## src/rtl/equiv_stim_gen_if.sv

```systemverilog
// rtl/equiv_stim_gen_if.sv - stimulus bus between the generator and the equivalence harness
// The generator drives wire0..wire4/valid and receives the harness mismatch flag.
interface equiv_stim_gen_if;
  logic        [10:0] wire0;
  logic        [11:0] wire1;
  logic signed [9:0]  wire2;
  logic        [8:0]  wire3;
  logic signed [10:0] wire4;
  logic               valid;
  logic               mismatch_in;

  modport master (
    output wire0, wire1, wire2, wire3, wire4, valid,
    input  mismatch_in
  );

  modport slave (
    input  wire0, wire1, wire2, wire3, wire4, valid,
    output mismatch_in
  );
endinterface

```

## src/rtl/equiv_stim_gen.sv

```systemverilog
// rtl/equiv_stim_gen.sv - LFSR stimulus initiator for the two-implementation equivalence harness
// Issues num_vec vectors, drains for DRAIN cycles, and reports the first mismatch index.
module equiv_stim_gen #(
  parameter logic [63:0] SEED  = 64'h0123_4567_89AB_CDEF,
  parameter int          CNT_W = 16,
  parameter int          DRAIN = 4
) (
  input  logic              clk,
  input  logic              rst_n,
  input  logic              start,
  input  logic              seed_ld,
  input  logic [63:0]       seed_in,
  input  logic [CNT_W-1:0]  num_vec,
  equiv_stim_gen_if.master  stim,
  output logic              busy,
  output logic              done,
  output logic              fail,
  output logic [CNT_W-1:0]  fail_idx,
  output logic [CNT_W-1:0]  vec_cnt
);

  localparam logic [1:0] S_IDLE  = 2'd0;
  localparam logic [1:0] S_RUN   = 2'd1;
  localparam logic [1:0] S_DRAIN = 2'd2;
  localparam logic [1:0] S_DONE  = 2'd3;
  localparam int DW = (DRAIN < 2) ? 1 : $clog2(DRAIN);

  logic [1:0]        state_q, state_d;
  logic [63:0]       lfsr_q, lfsr_d, lfsr_step;
  logic [CNT_W-1:0]  num_q, num_d;
  logic [CNT_W-1:0]  cnt_q, cnt_d, cnt_inc;
  logic [CNT_W-1:0]  fidx_q, fidx_d;
  logic [DW-1:0]     drain_q, drain_d;
  logic              fail_q, fail_d;
  logic              busy_q, busy_d;
  logic              done_q, done_d;
  logic              valid_q, valid_d;
  logic [10:0]       w0_q, w0_d;
  logic [11:0]       w1_q, w1_d;
  logic [9:0]        w2_q, w2_d;
  logic [8:0]        w3_q, w3_d;
  logic [10:0]       w4_q, w4_d;

  assign lfsr_step = {lfsr_q[62:0], lfsr_q[63] ^ lfsr_q[62] ^ lfsr_q[60] ^ lfsr_q[59]};
  assign cnt_inc   = cnt_q + 1'b1;

  always_comb begin
    state_d = state_q;
    lfsr_d  = lfsr_q;
    num_d   = num_q;
    cnt_d   = cnt_q;
    fidx_d  = fidx_q;
    drain_d = drain_q;
    fail_d  = fail_q;
    valid_d = valid_q;
    w0_d    = w0_q;
    w1_d    = w1_q;
    w2_d    = w2_q;
    w3_d    = w3_q;
    w4_d    = w4_q;
    case (state_q)
      S_IDLE: begin
        valid_d = 1'b0;
        // Seed load lands in lfsr_q before the first RUN edge, so start+seed_ld uses the new seed.
        if (seed_ld) begin
          lfsr_d = (seed_in == 64'd0) ? SEED : seed_in;
        end
        if (start) begin
          fail_d = 1'b0;
          cnt_d  = '0;
          if (num_vec != '0) begin
            num_d   = num_vec;
            fidx_d  = '0;
            state_d = S_RUN;
          end else begin
            state_d = S_DONE;
          end
        end
      end
      S_RUN: begin
        w0_d    = lfsr_q[10:0];
        w1_d    = lfsr_q[22:11];
        w2_d    = lfsr_q[32:23];
        w3_d    = lfsr_q[41:33];
        w4_d    = lfsr_q[52:42];
        valid_d = 1'b1;
        lfsr_d  = lfsr_step;
        cnt_d   = cnt_inc;
        if (cnt_inc == num_q) begin
          drain_d = '0;
          state_d = S_DRAIN;
        end
      end
      S_DRAIN: begin
        valid_d = 1'b0;
        drain_d = drain_q + 1'b1;
        if (drain_q == DW'(DRAIN - 1)) begin
          state_d = S_DONE;
        end
      end
      default: begin
        state_d = S_IDLE;
      end
    endcase
    // Only the first mismatch of a run records its index.
    if ((state_q == S_RUN || state_q == S_DRAIN) && stim.mismatch_in && !fail_q) begin
      fail_d = 1'b1;
      fidx_d = cnt_q;
    end
  end

  assign busy_d = (state_d != S_IDLE);
  assign done_d = (state_q == S_DONE);

  always_ff @(posedge clk or negedge rst_n) begin
    if (!rst_n) begin
      state_q <= S_IDLE;
      lfsr_q  <= SEED;
      num_q   <= '0;
      cnt_q   <= '0;
      fidx_q  <= '0;
      drain_q <= '0;
      fail_q  <= 1'b0;
      busy_q  <= 1'b0;
      done_q  <= 1'b0;
      valid_q <= 1'b0;
      w0_q    <= '0;
      w1_q    <= '0;
      w2_q    <= '0;
      w3_q    <= '0;
      w4_q    <= '0;
    end else begin
      state_q <= state_d;
      lfsr_q  <= lfsr_d;
      num_q   <= num_d;
      cnt_q   <= cnt_d;
      fidx_q  <= fidx_d;
      drain_q <= drain_d;
      fail_q  <= fail_d;
      busy_q  <= busy_d;
      done_q  <= done_d;
      valid_q <= valid_d;
      w0_q    <= w0_d;
      w1_q    <= w1_d;
      w2_q    <= w2_d;
      w3_q    <= w3_d;
      w4_q    <= w4_d;
    end
  end

  assign stim.wire0 = w0_q;
  assign stim.wire1 = w1_q;
  assign stim.wire2 = w2_q;
  assign stim.wire3 = w3_q;
  assign stim.wire4 = w4_q;
  assign stim.valid = valid_q;
  assign busy       = busy_q;
  assign done       = done_q;
  assign fail       = fail_q;
  assign fail_idx   = fidx_q;
  assign vec_cnt    = cnt_q;

endmodule

```

## src/flat_wrapper.sv

```systemverilog
// flat-port wrapper written by rule: the top's interface ports become plain ports
module equiv_stim_gen_flat 
#(
  parameter logic [63:0] SEED  = 64'h0123_4567_89AB_CDEF,
  parameter int          CNT_W = 16,
  parameter int          DRAIN = 4
)
  (clk, rst_n, start, seed_ld, seed_in, num_vec, busy, done, fail, fail_idx, vec_cnt, stim_wire0, stim_wire1, stim_wire2, stim_wire3, stim_wire4, stim_valid, stim_mismatch_in);
  equiv_stim_gen_if stim_i ();
  input  logic clk;
  input  logic rst_n;
  input  logic start;
  input  logic seed_ld;
  input  logic [63:0] seed_in;
  input  logic [CNT_W-1:0] num_vec;
  output logic busy;
  output logic done;
  output logic fail;
  output logic [CNT_W-1:0] fail_idx;
  output logic [CNT_W-1:0] vec_cnt;
  output wire logic [$bits(stim_i.wire0)-1:0] stim_wire0;
  output wire logic [$bits(stim_i.wire1)-1:0] stim_wire1;
  output wire logic [$bits(stim_i.wire2)-1:0] stim_wire2;
  output wire logic [$bits(stim_i.wire3)-1:0] stim_wire3;
  output wire logic [$bits(stim_i.wire4)-1:0] stim_wire4;
  output wire logic [$bits(stim_i.valid)-1:0] stim_valid;
  input wire logic [$bits(stim_i.mismatch_in)-1:0] stim_mismatch_in;
  assign stim_wire0 = stim_i.wire0;
  assign stim_wire1 = stim_i.wire1;
  assign stim_wire2 = stim_i.wire2;
  assign stim_wire3 = stim_i.wire3;
  assign stim_wire4 = stim_i.wire4;
  assign stim_valid = stim_i.valid;
  assign stim_i.mismatch_in = stim_mismatch_in;
  equiv_stim_gen #(.SEED(SEED), .CNT_W(CNT_W), .DRAIN(DRAIN)) u_core (.clk(clk), .rst_n(rst_n), .start(start), .seed_ld(seed_ld), .seed_in(seed_in), .num_vec(num_vec), .stim(stim_i), .busy(busy), .done(done), .fail(fail), .fail_idx(fail_idx), .vec_cnt(vec_cnt));
endmodule
```

## config.mk

```make
export PLATFORM = sky130hd
export DESIGN_NAME = equiv_stim_gen_flat
export DESIGN_NICKNAME = d
export VERILOG_FILES = /design/src/rtl/equiv_stim_gen_if.sv /design/src/rtl/equiv_stim_gen.sv /design/src/flat_wrapper.sv
export SDC_FILE = /design/constraint.sdc
export NUM_CORES = 1
export LEC_CHECK = 0
export CORE_MARGIN = 2
export CORE_UTILIZATION = 55
export DETAILED_ROUTE_END_ITERATION = 10
export PLACE_DENSITY = 0.83
export SLEW_MARGIN = 20
export SYNTH_ARGS = -nofsm -noshare
export SYNTH_HDL_FRONTEND = slang
export SYNTH_SLANG_ARGS = --single-unit
```

## constraint.sdc

```tcl
create_clock -name clk -period 8.8 [get_ports clk]
set_clock_uncertainty 0.2 [all_clocks]
set_input_delay 2.64 -clock clk [delete_from_list [all_inputs] [get_ports clk]]
set_output_delay 2.64 -clock clk [all_outputs]
set_load 0.02 [all_outputs]
```

==> results of run 1 <==
-- per-stage QoR --
stage | utilization | instance area [µm²] | std cells | hold WS [ns] | setup WS, ns
final | 0.742 | 10400 | 1083 | 0.281 | 3.37
after global routing | 0.742 | 10400 | 1083 | 0.300 | 3.22
after CTS | 0.739 | 10300 | 1082 | 0.287 | 3.48
after detailed placement | 0.699 | 9770 | 1050 | 0.273 | 3.08
after global placement | 0.698 | 9770 | 1050 | 0.266 | 3.30
after floorplan | - | 7960 | 747 | 0.251 | 4.37
-- final cells by class --
class / instances / area share
tap: 180 / 0.0217
timing repair buffer: 179 / 0.174
inverter: 9 / 0.00326
clock inverter: 13 / 0.0124
clock buffer: 19 / 0.0427
sequential: 173 / 0.421
multi-input combinational: 510 / 0.325
-- sequential cells by signal, indices dropped and copies added (netlist names) --
name	cells
u_core.done	1
u_core.num_q	16
u_core.stim.wire1	12
u_core.fail	1
u_core.fail_idx	16
u_core.stim.wire4	11
u_core.drain_q	2
u_core.stim.wire0	11
u_core.busy	1
u_core.stim.valid	1
u_core.stim.wire2	10
u_core.stim.wire3	9
u_core.vec_cnt	16
u_core.lfsr_q	64
u_core.state_q	2
-- worst reg2reg max path: stages, from the launching register on --
cell     delay, ns
dfrtp_1       0.44
inv_1         0.18
ha_4          0.25
buf_4         0.83
or2_2         0.77
o22ai_1       0.19
o21ai_0       0.26
-- cells in the final DEF, fill, tap and decap left out, types with 3 or more instances in the layout --
cell type        count
clkdlybuf4s50_1    172
nor2_1              16
o31ai_1             10
clkbuf_16           17
nand4_1              8
inv_6                5
inv_1                8
mux2_2              68
buf_4                4
nor3_1               6
or2_2                3
o21ai_0             95
dfrtp_1            141
xnor2_1             13
dfstp_2             32
xor2_1               9
o22ai_1             36
a22oi_1             32
nand3_1              8
clkinv_4             3
and2_1               4
ha_1                 7
a21oi_1              9
nand2_1            116
nor4_1              25
a21o_1               6
-- worst max-delay path by stage --
stage	cells past startpoint	from	slack, ns	to
6_report	7	seed_in[6]	3.37	u_core.lfsr_q[56]
5_1_grt	7	seed_in[6]	3.22	u_core.lfsr_q[56]
4_1_cts	7	seed_in[6]	3.48	u_core.lfsr_q[38]
3_5_place_dp	7	seed_in[6]	3.08	u_core.lfsr_q[40]
3_3_place_gp	7	seed_in[7]	3.30	u_core.lfsr_q[11]
2_1_floorplan	8	seed_in[3]	4.37	u_core.lfsr_q[10]
-- kinds of logic after synthesis --
group           synth area share
compound gates             0.165
simple gates               0.119
flops                      0.549
mux                       0.0988
buf+inv                   0.0310
xor+xnor                  0.0242
fa+ha+maj                 0.0126
-- metal layers --
| layer | vias up | global-route usage |
|---|---|---|
| li1 | 2991 | - |
| met1 | 3273 | 0.375 |
| met2 | 276 | 0.425 |
| met3 | 43 | 0.0580 |
| met4 | 0 | 0.108 |
| met5 | - | 0 |
-- power by group --
part | leakage [nW] | switching (mW) | internal (mW) | total, mW
sequential | 2.13 | 0.250 | 1.18 | 1.43
clock | 0.281 | 0.323 | 0.404 | 0.727
combinational | 1.82 | 0.864 | 0.741 | 1.60
==> results_dict.tcl, run 1 <==
set metrics [dict create \
    cts-root-buf "clkbuf_16" \
    core_area_um2 14000 \
    syn_area_um2 7960 \
    synthTopCellsByCount "141 x dfrtp_1, 116 x nand2_1, 95 x o21ai_0" \
    avgSynthCellArea_um2 10.6 \
    gp_congestion 0.875 \
    clk_pin_slew_ns 0.07 \
    grt_pass1_vias 6546 \
    wl_per_cell_um 19.2 \
    highest_layer "met4" \
    cp_cell_sequence "clkdlybuf4s50_1, nor4_1, nand4_1, nor4_1, or2_2, o22ai_1, o21ai_0" \
    ctsHoldBuffers 0 \
    dieHeight_um 124 \
    htree_levels 4 \
    cpMostUsedCell "nor4_1" \
    crit_fanout 32 \
    antenna_left 0 \
    drc 0 \
    regArea_um2 4370 \
    cts.sinks 173 \
    synth-edff-count 0 \
    wl_met3_um 1340 \
    wl_met1_um 8850 \
    ys_types 54 \
    synth_ff_type "dfrtp_1" \
    finalCriticalPeriod_ns 5.43 \
    min-delay-start "u_core.stim.valid" \
    max_stage_delay_ns 0.74 \
    worstPathArrival_ns 5.56 \
    vias_per_cell 6.08 \
    timing.final.crit_share 0.617 \
    holdPathEnd "u_core.stim.valid" \
    synth.most_common_cell "dfrtp_1" \
    grt_usage 0.272 \
    crit_buf_inv 1 \
    relSlewSlack 0.280 \
    setup_viol 0 \
    vias 6583 \
    worstSkewPairLatency_ns 0.42 \
    final-hold-violation-count 0 \
    synth_area_leaders "dfrtp_1 44%, dfstp_2 11%, mux2_2 9.6%" \
    finalMaxSlewViolations 0 \
    yosysWarningCount 0 \
    status "finished, final reports clean" \
    cts_buffers 17 \
    nFillCells 939 \
    whs_path_depth 2 \
    area_growth_pct 30.4 \
    post-synth-top-area-cell "dfrtp_1" \
    initial_core_util 0.569 \
    ys_seq_area_frac 0.549 \
    die-width_um 124 \
    antenna_found_initial 0 \
    worst-r2r-setup-slack_ns 5.59 \
    ir_drop_mv 0.222 \
    met2_length_um 9970 \
    multi_input_comb_area_um2 3370 \
    synth_top_area_frac 0.444 \
    grt_pass1_wl_um 33900 \
    async_flop_share 1.00 \
    cts_buffer_depth 2 \
    worst_pin_slew_ns 1.08 \
    timing.fmax_mhz 184 \
    die-area_um2 15400 \
    slowest_stage "nor4_1" \
    synthCells 747 \
    drt-pass1-iter-count 6 \
    rr_startpoint "u_core.state_q[1]" \
    startpoint_type "input port" \
    grt_max_degree 129 \
    num_io_pins 174 \
    cts_resized 0 \
    ys_seq_elements 173 \
    post_cts_buffers 0 \
    antenna_cells 0 \
    p_total_mw 3.76 \
    core.rowCount 43 \
    gr-total-overflow 0 \
    rr_worst_depth 6 \
    dp_hpwl_um 14100 \
    finish.net_count 983 \
    rr_endpoint "u_core.lfsr_q[56]" \
    wl_um 20800 \
    initialDrtViolationCount 513 \
    worstSetupEndpointType "register" \
    cts_tree "built" \
    rsz0062_at_grt "false" \
    setup_tns_ns 0 \
    maxCapViolCount 0 \
    critPathTopFamily "simple AND/OR/NAND/NOR gates" \
    p_leak_nw 4.23 \
    worstPathRequired_ns 8.93 \
    layout-drive-gt1-share 0.171 \
    io_buffer_count 173 \
    worst-setup-path-type "in2reg" \
    p_per_area_nw_per_um2 363 \
    synth_nets 840 \
    holdCritPathClass "reg2reg" \
]
Power figures use the tool's default switching activity.
==> inputs of run 2 (changes only) <==
--- a/config.mk
+++ b/config.mk
@@ -6,9 +6,9 @@
 export NUM_CORES = 1
 export LEC_CHECK = 0
 export CORE_MARGIN = 2
-export CORE_UTILIZATION = 55
+export CORE_UTILIZATION = 46
 export DETAILED_ROUTE_END_ITERATION = 10
-export PLACE_DENSITY = 0.83
+export PLACE_DENSITY = 0.74
 export SLEW_MARGIN = 20
 export SYNTH_ARGS = -nofsm -noshare
 export SYNTH_HDL_FRONTEND = slang
==> constraint.sdc (replaced) <==
create_clock -name clk -period 4.9 [get_ports clk]
set_clock_uncertainty 0.2 [all_clocks]
set_input_delay 1.47 -clock clk [delete_from_list [all_inputs] [get_ports clk]]
set_output_delay 1.47 -clock clk [all_outputs]
set_load 0.02 [all_outputs]
==> results_dict.tcl, run 2 (same netlist as run 1, synthesis figures left out) <==
set metrics [dict create \
    status "finished, final reports clean" \
    fin_cells 1132 \
    area_growth_pct 31.7 \
    whs_ns 0.288 \
    core_area_um2 17100 \
    die-width_um 136 \
    htree_levels 4 \
    layout_commonest_cell "clkdlybuf4s50_1" \
    met2_length_um 9510 \
    antenna_found_initial 0 \
    slowest_stage "nor4_1" \
    rr_worst_depth 8 \
    cts_buffers 17 \
    final-hold-violation-count 0 \
    die-area_um2 18400 \
    cpMostUsedCell "nor4_1" \
    p_per_area_nw_per_um2 644 \
    grt_max_degree 129 \
    setup_tns_ns 0 \
    dp_cells 1100 \
    p_leak_nw 4.25 \
    multi_input_comb_area_um2 3370 \
    initialDrtViolationCount 420 \
    p_total_mw 6.75 \
    initial_core_util 0.465 \
    cts.sinks 173 \
    layout-drive-gt1-share 0.174 \
    worstSkewPairLatency_ns 0.43 \
    ir_drop_mv 0.364 \
    rsz0062_at_grt "false" \
    core.rowCount 48 \
    gp_congestion 0.849 \
    top_register "u_core.lfsr_q" \
    final_core_util 0.612 \
    antenna_cells 0 \
    relSlewSlack 0.477 \
    dp_hpwl_um 14000 \
    maxCapViolCount 0 \
    cp_cell_sequence "clkdlybuf4s50_1, nor4_1, nand4_1, nor4_1, or2_2, buf_4, o22ai_1, o21ai_0" \
    ctsHoldBuffers 0 \
    setup_viol 0 \
    timing.final.crit_share 0.806 \
    drt-pass1-iter-count 5 \
    crit_buf_inv 2 \
    gr-total-overflow 0 \
    critPathTopFamily "simple AND/OR/NAND/NOR gates" \
    worstPathRequired_ns 5.05 \
    cts_resized 0 \
    crit_fanout 18 \
    layout_common_cells "172 x clkdlybuf4s50_1, 141 x dfrtp_1, 116 x nand2_1" \
    finalMaxSlewViolations 0 \
    worstPathArrival_ns 4.09 \
    dieHeight_um 136 \
    num_io_pins 174 \
    drc 0 \
    worstSetupEndpointType "register" \
    wl_per_cell_um 17.8 \
    nFillCells 1413 \
    grt_pass1_wl_um 32700 \
    antenna_left 0 \
    cts_buffer_depth 2 \
    largest_reg_flops 64 \
    wl_met1_um 8820 \
    startpoint_type "input port" \
    io_buffer_count 173 \
    holdCritPathClass "reg2reg" \
    grt_usage 0.229 \
    worst-setup-path-type "in2reg" \
    worstSetupPathDepth 8 \
    clk_pin_slew_ns 0.07 \
    grt_pass1_vias 6322 \
    timing.fmax_mhz 253 \
    cts-root-buf "clkbuf_16" \
    regArea_um2 4370 \
    wl_met3_um 1320 \
    vias 6340 \
    max_stage_delay_ns 0.46 \
    wl_um 20200 \
    worst_pin_slew_ns 0.785 \
    finish.net_count 987 \
    vias_per_cell 5.60 \
    post_cts_buffers 0 \
    finalCriticalPeriod_ns 3.95 \
    cts_tree "built" \
    highest_layer "met4" \
    whs_path_depth 2 \
]
[run 2: cell count changes in the layout (fill, tap and decap cells not counted), sizes merged]
cell,previous run,this run
clkbuf,19,18
buf,7,11
bufinv,1,2
[run 2: per-stage QoR]
stage | setup slack (ns) | cell area (µm²)
finish | 0.952 | 10500
global route | 0.764 | 10500
CTS | 0.994 | 10500
detailed placement | 0.580 | 9890
global placement | 0.668 | 9890
floorplan | 1.64 | 7960
[run 2: routing by layer]
layer,vias to the layer above,track usage
li1,2997,-
met1,3098,0.303
met2,205,0.353
met3,40,0.0677
met4,0,0.0955
met5,-,0
[run 2: worst register-to-register path, cell delays in order, from the launching register on]
cell and delay [ns]:
dfrtp_1 0.51, ha_1 0.33, nand2_1 0.16, or4_1 0.62, or4b_1 0.50, a31oi_1 0.20, o211a_4 0.24, nand2_4 0.08
o311ai_4 0.22
[run 2: final timing paths]
check | from | slack [ns] | to
max in group asynchronous | rst_n | 2.65 | u_core.lfsr_q[33]
min in group asynchronous | rst_n | 0.89 | u_core.fail_idx[6]
setup reg to reg | u_core.vec_cnt[0] | 1.74 | u_core.drain_q[0]
setup / recovery | seed_in[2] | 0.95 | u_core.lfsr_q[14]
hold reg to reg | u_core.lfsr_q[54] | 0.29 | u_core.lfsr_q[54]
hold / removal | u_core.lfsr_q[54] | 0.29 | u_core.lfsr_q[54]
[run 2: cell type report]
type                    instances  share of cell area
clock inverters                14              0.0152
repair buffers                183               0.175
well taps                     225              0.0269
multi-input cells             510               0.322
flip-flops and latches        173               0.417
inverters                       9             0.00323
clock buffers                  18              0.0410
[run 2: report_power, final]
group	total (mW)	leakage [nW]	internal, mW	switching, mW
Sequential	2.55	2.13	2.12	0.433
Combinational	2.84	1.83	1.33	1.52
Clock	1.35	0.288	0.763	0.590
Total	6.75	4.25	4.21	2.54
==> inputs of run 3 (changes only) <==
==> constraint.sdc (replaced) <==
create_clock -name clk -period 3.55 [get_ports clk]
set_clock_uncertainty 0.2 [all_clocks]
set_input_delay 1.065 -clock clk [delete_from_list [all_inputs] [get_ports clk]]
set_output_delay 1.065 -clock clk [all_outputs]
set_load 0.02 [all_outputs]
==> results_dict.tcl, run 3 (same netlist as run 1, synthesis figures left out) <==
set metrics [dict create \
    vias_per_cell 5.61 \
    timing.final.crit_share 0.901 \
    status "finished, final reports clean" \
    dp_hpwl_um 14600 \
    final-hold-violation-count 0 \
    clk_pin_slew_ns 0.07 \
    drt-pass1-iter-count 5 \
    fin_ws_ns 0.350 \
    antenna_left 0 \
    worstPathRequired_ns 3.63 \
    crit_fanout 8 \
    grt_pass1_vias 6355 \
    core.rowCount 48 \
    worstPathArrival_ns 3.28 \
    layout_common_cells "172 x clkdlybuf4s50_1, 141 x dfrtp_1, 116 x nand2_1" \
    holdCritPathClass "reg2reg" \
    comb_power_share 0.433 \
    htree_levels 4 \
    largest_reg_flops 64 \
    finalMaxSlewViolations 0 \
    worstSkewPairLatency_ns 0.42 \
    ir_drop_mv 0.582 \
    ctsHoldBuffers 0 \
    antenna_found_initial 0 \
    finish.net_count 1001 \
    power_frac_clock 0.192 \
    switching_share 0.376 \
    p_switching_mw 3.53 \
    relSlewSlack 0.492 \
    initialDrtViolationCount 487 \
    setup_viol 0 \
    grt_max_degree 129 \
    num_io_pins 174 \
    wl_um 20900 \
    antenna_cells 0 \
    cts_buffer_depth 2 \
    p_total_mw 9.38 \
    p_per_area_nw_per_um2 886 \
    dieHeight_um 136 \
    grt_usage 0.234 \
    wl_per_cell_um 18.3 \
    worst_pin_slew_ns 0.759 \
    gp_congestion 0.852 \
    worst-r2r-setup-slack_ns 0.43 \
    gr-total-overflow 0 \
    core_area_um2 17100 \
    rsz0062_at_grt "false" \
    initial_core_util 0.465 \
    startpoint_type "input port" \
    io_buffer_count 173 \
    worstSetupEndpointType "register" \
    worst-setup-path-type "in2reg" \
    finalCriticalPeriod_ns 3.20 \
    cts.sinks 173 \
    dp_slack_ns -0.0856 \
    die-width_um 136 \
    timing.fmax_mhz 313 \
    drc 0 \
    nFillCells 1435 \
    layout_commonest_cell "clkdlybuf4s50_1" \
    cts_buffers 17 \
    cts_tree "built" \
    sequentialPowerShare 0.375 \
    area_growth_pct 33.2 \
    cts_resized 0 \
    top_register "u_core.lfsr_q" \
    internal-power_mw 5.85 \
    setup_tns_ns 0 \
    maxCapViolCount 0 \
    vias 6431 \
    die-area_um2 18400 \
    p_leak_nw 4.32 \
    cts-root-buf "clkbuf_16" \
    post_cts_buffers 0 \
    layout-drive-gt1-share 0.188 \
    grt_pass1_wl_um 33500 \
]
==> run 3: cell types whose count changed in the layout (fill, tap and decap cells not counted), moves of 2 or more <==
cell and change:
clkbuf_8 +3, buf_12 +2, clkinvlp_4 +2, inv_6 -2, buf_4 +12
==> run 3: final cells by class <==
| class | instances | area, µm² | share of cell area |
|---|---|---|---|
| multi-input combinational | 510 | 3370 | 0.318 |
| sequential | 173 | 4370 | 0.412 |
| clock inverter | 12 | 111 | 0.0105 |
| clock buffer | 20 | 467 | 0.0441 |
| inverter | 9 | 33.8 | 0.00319 |
| tap | 225 | 282 | 0.0266 |
| timing repair buffer | 197 | 1960 | 0.185 |
==> run 3: worst paths after layout <==
path	start	end	cells after the start
setup / recovery	seed_in[7]	u_core.lfsr_q[22]	10
hold / removal	u_core.stim.valid	u_core.stim.valid	2
setup reg to reg	u_core.vec_cnt[1]	u_core.busy	8
hold reg to reg	u_core.stim.valid	u_core.stim.valid	2
max in group asynchronous	rst_n	u_core.lfsr_q[32]	2
min in group asynchronous	rst_n	u_core.fail_idx[1]	1
==> run 3: power by group through the flow <==
| stage | logic (mW) | registers, mW | clock network, mW |
|---|---|---|---|
| global route | 4.43 | 3.61 | 1.93 |
| CTS | 4.07 | 3.51 | 1.84 |
| finish | 4.06 | 3.52 | 1.80 |
| detailed placement | 4.05 | 3.52 | 0 |
| global placement | 3.95 | 3.50 | 0 |
| floorplan | 2.22 | 3.76 | 0 |
==> run 3: worst max-delay path: stages <==
cell and delay, ns:
clkdlybuf4s50_1 0.45, nor4_1 0.44, buf_4 0.21, nand4_1 0.15, nor4_1 0.25, buf_4 0.17, nor2_2 0.05, buf_4 0.21
a22oi_1 0.16, o21ai_0 0.12
==> run 3: metrics by stage <==
stage	utilization	std cells	hold slack [ns]	area, µm²
after floorplan	-	747	0.251	7960
after global placement	0.585	1114	0.265	10000
after detailed placement	0.585	1114	0.274	10000
after CTS	0.619	1146	0.289	10600
after global routing	0.619	1146	0.308	10600
final	0.619	1146	0.284	10600
==> run 3: layer usage <==
metal | part of all wire | vias to the layer above | global-route usage | wire, µm
met1 | 0.43 | 3128 | 0.310 | 9040
met2 | 0.48 | 238 | 0.376 | 9990
met4 | 0.018 | 0 | 0.0787 | 383
met5 | 0 | - | 0 | 0
met3 | 0.072 | 33 | 0.0610 | 1510
li1 | - | 3032 | - | -
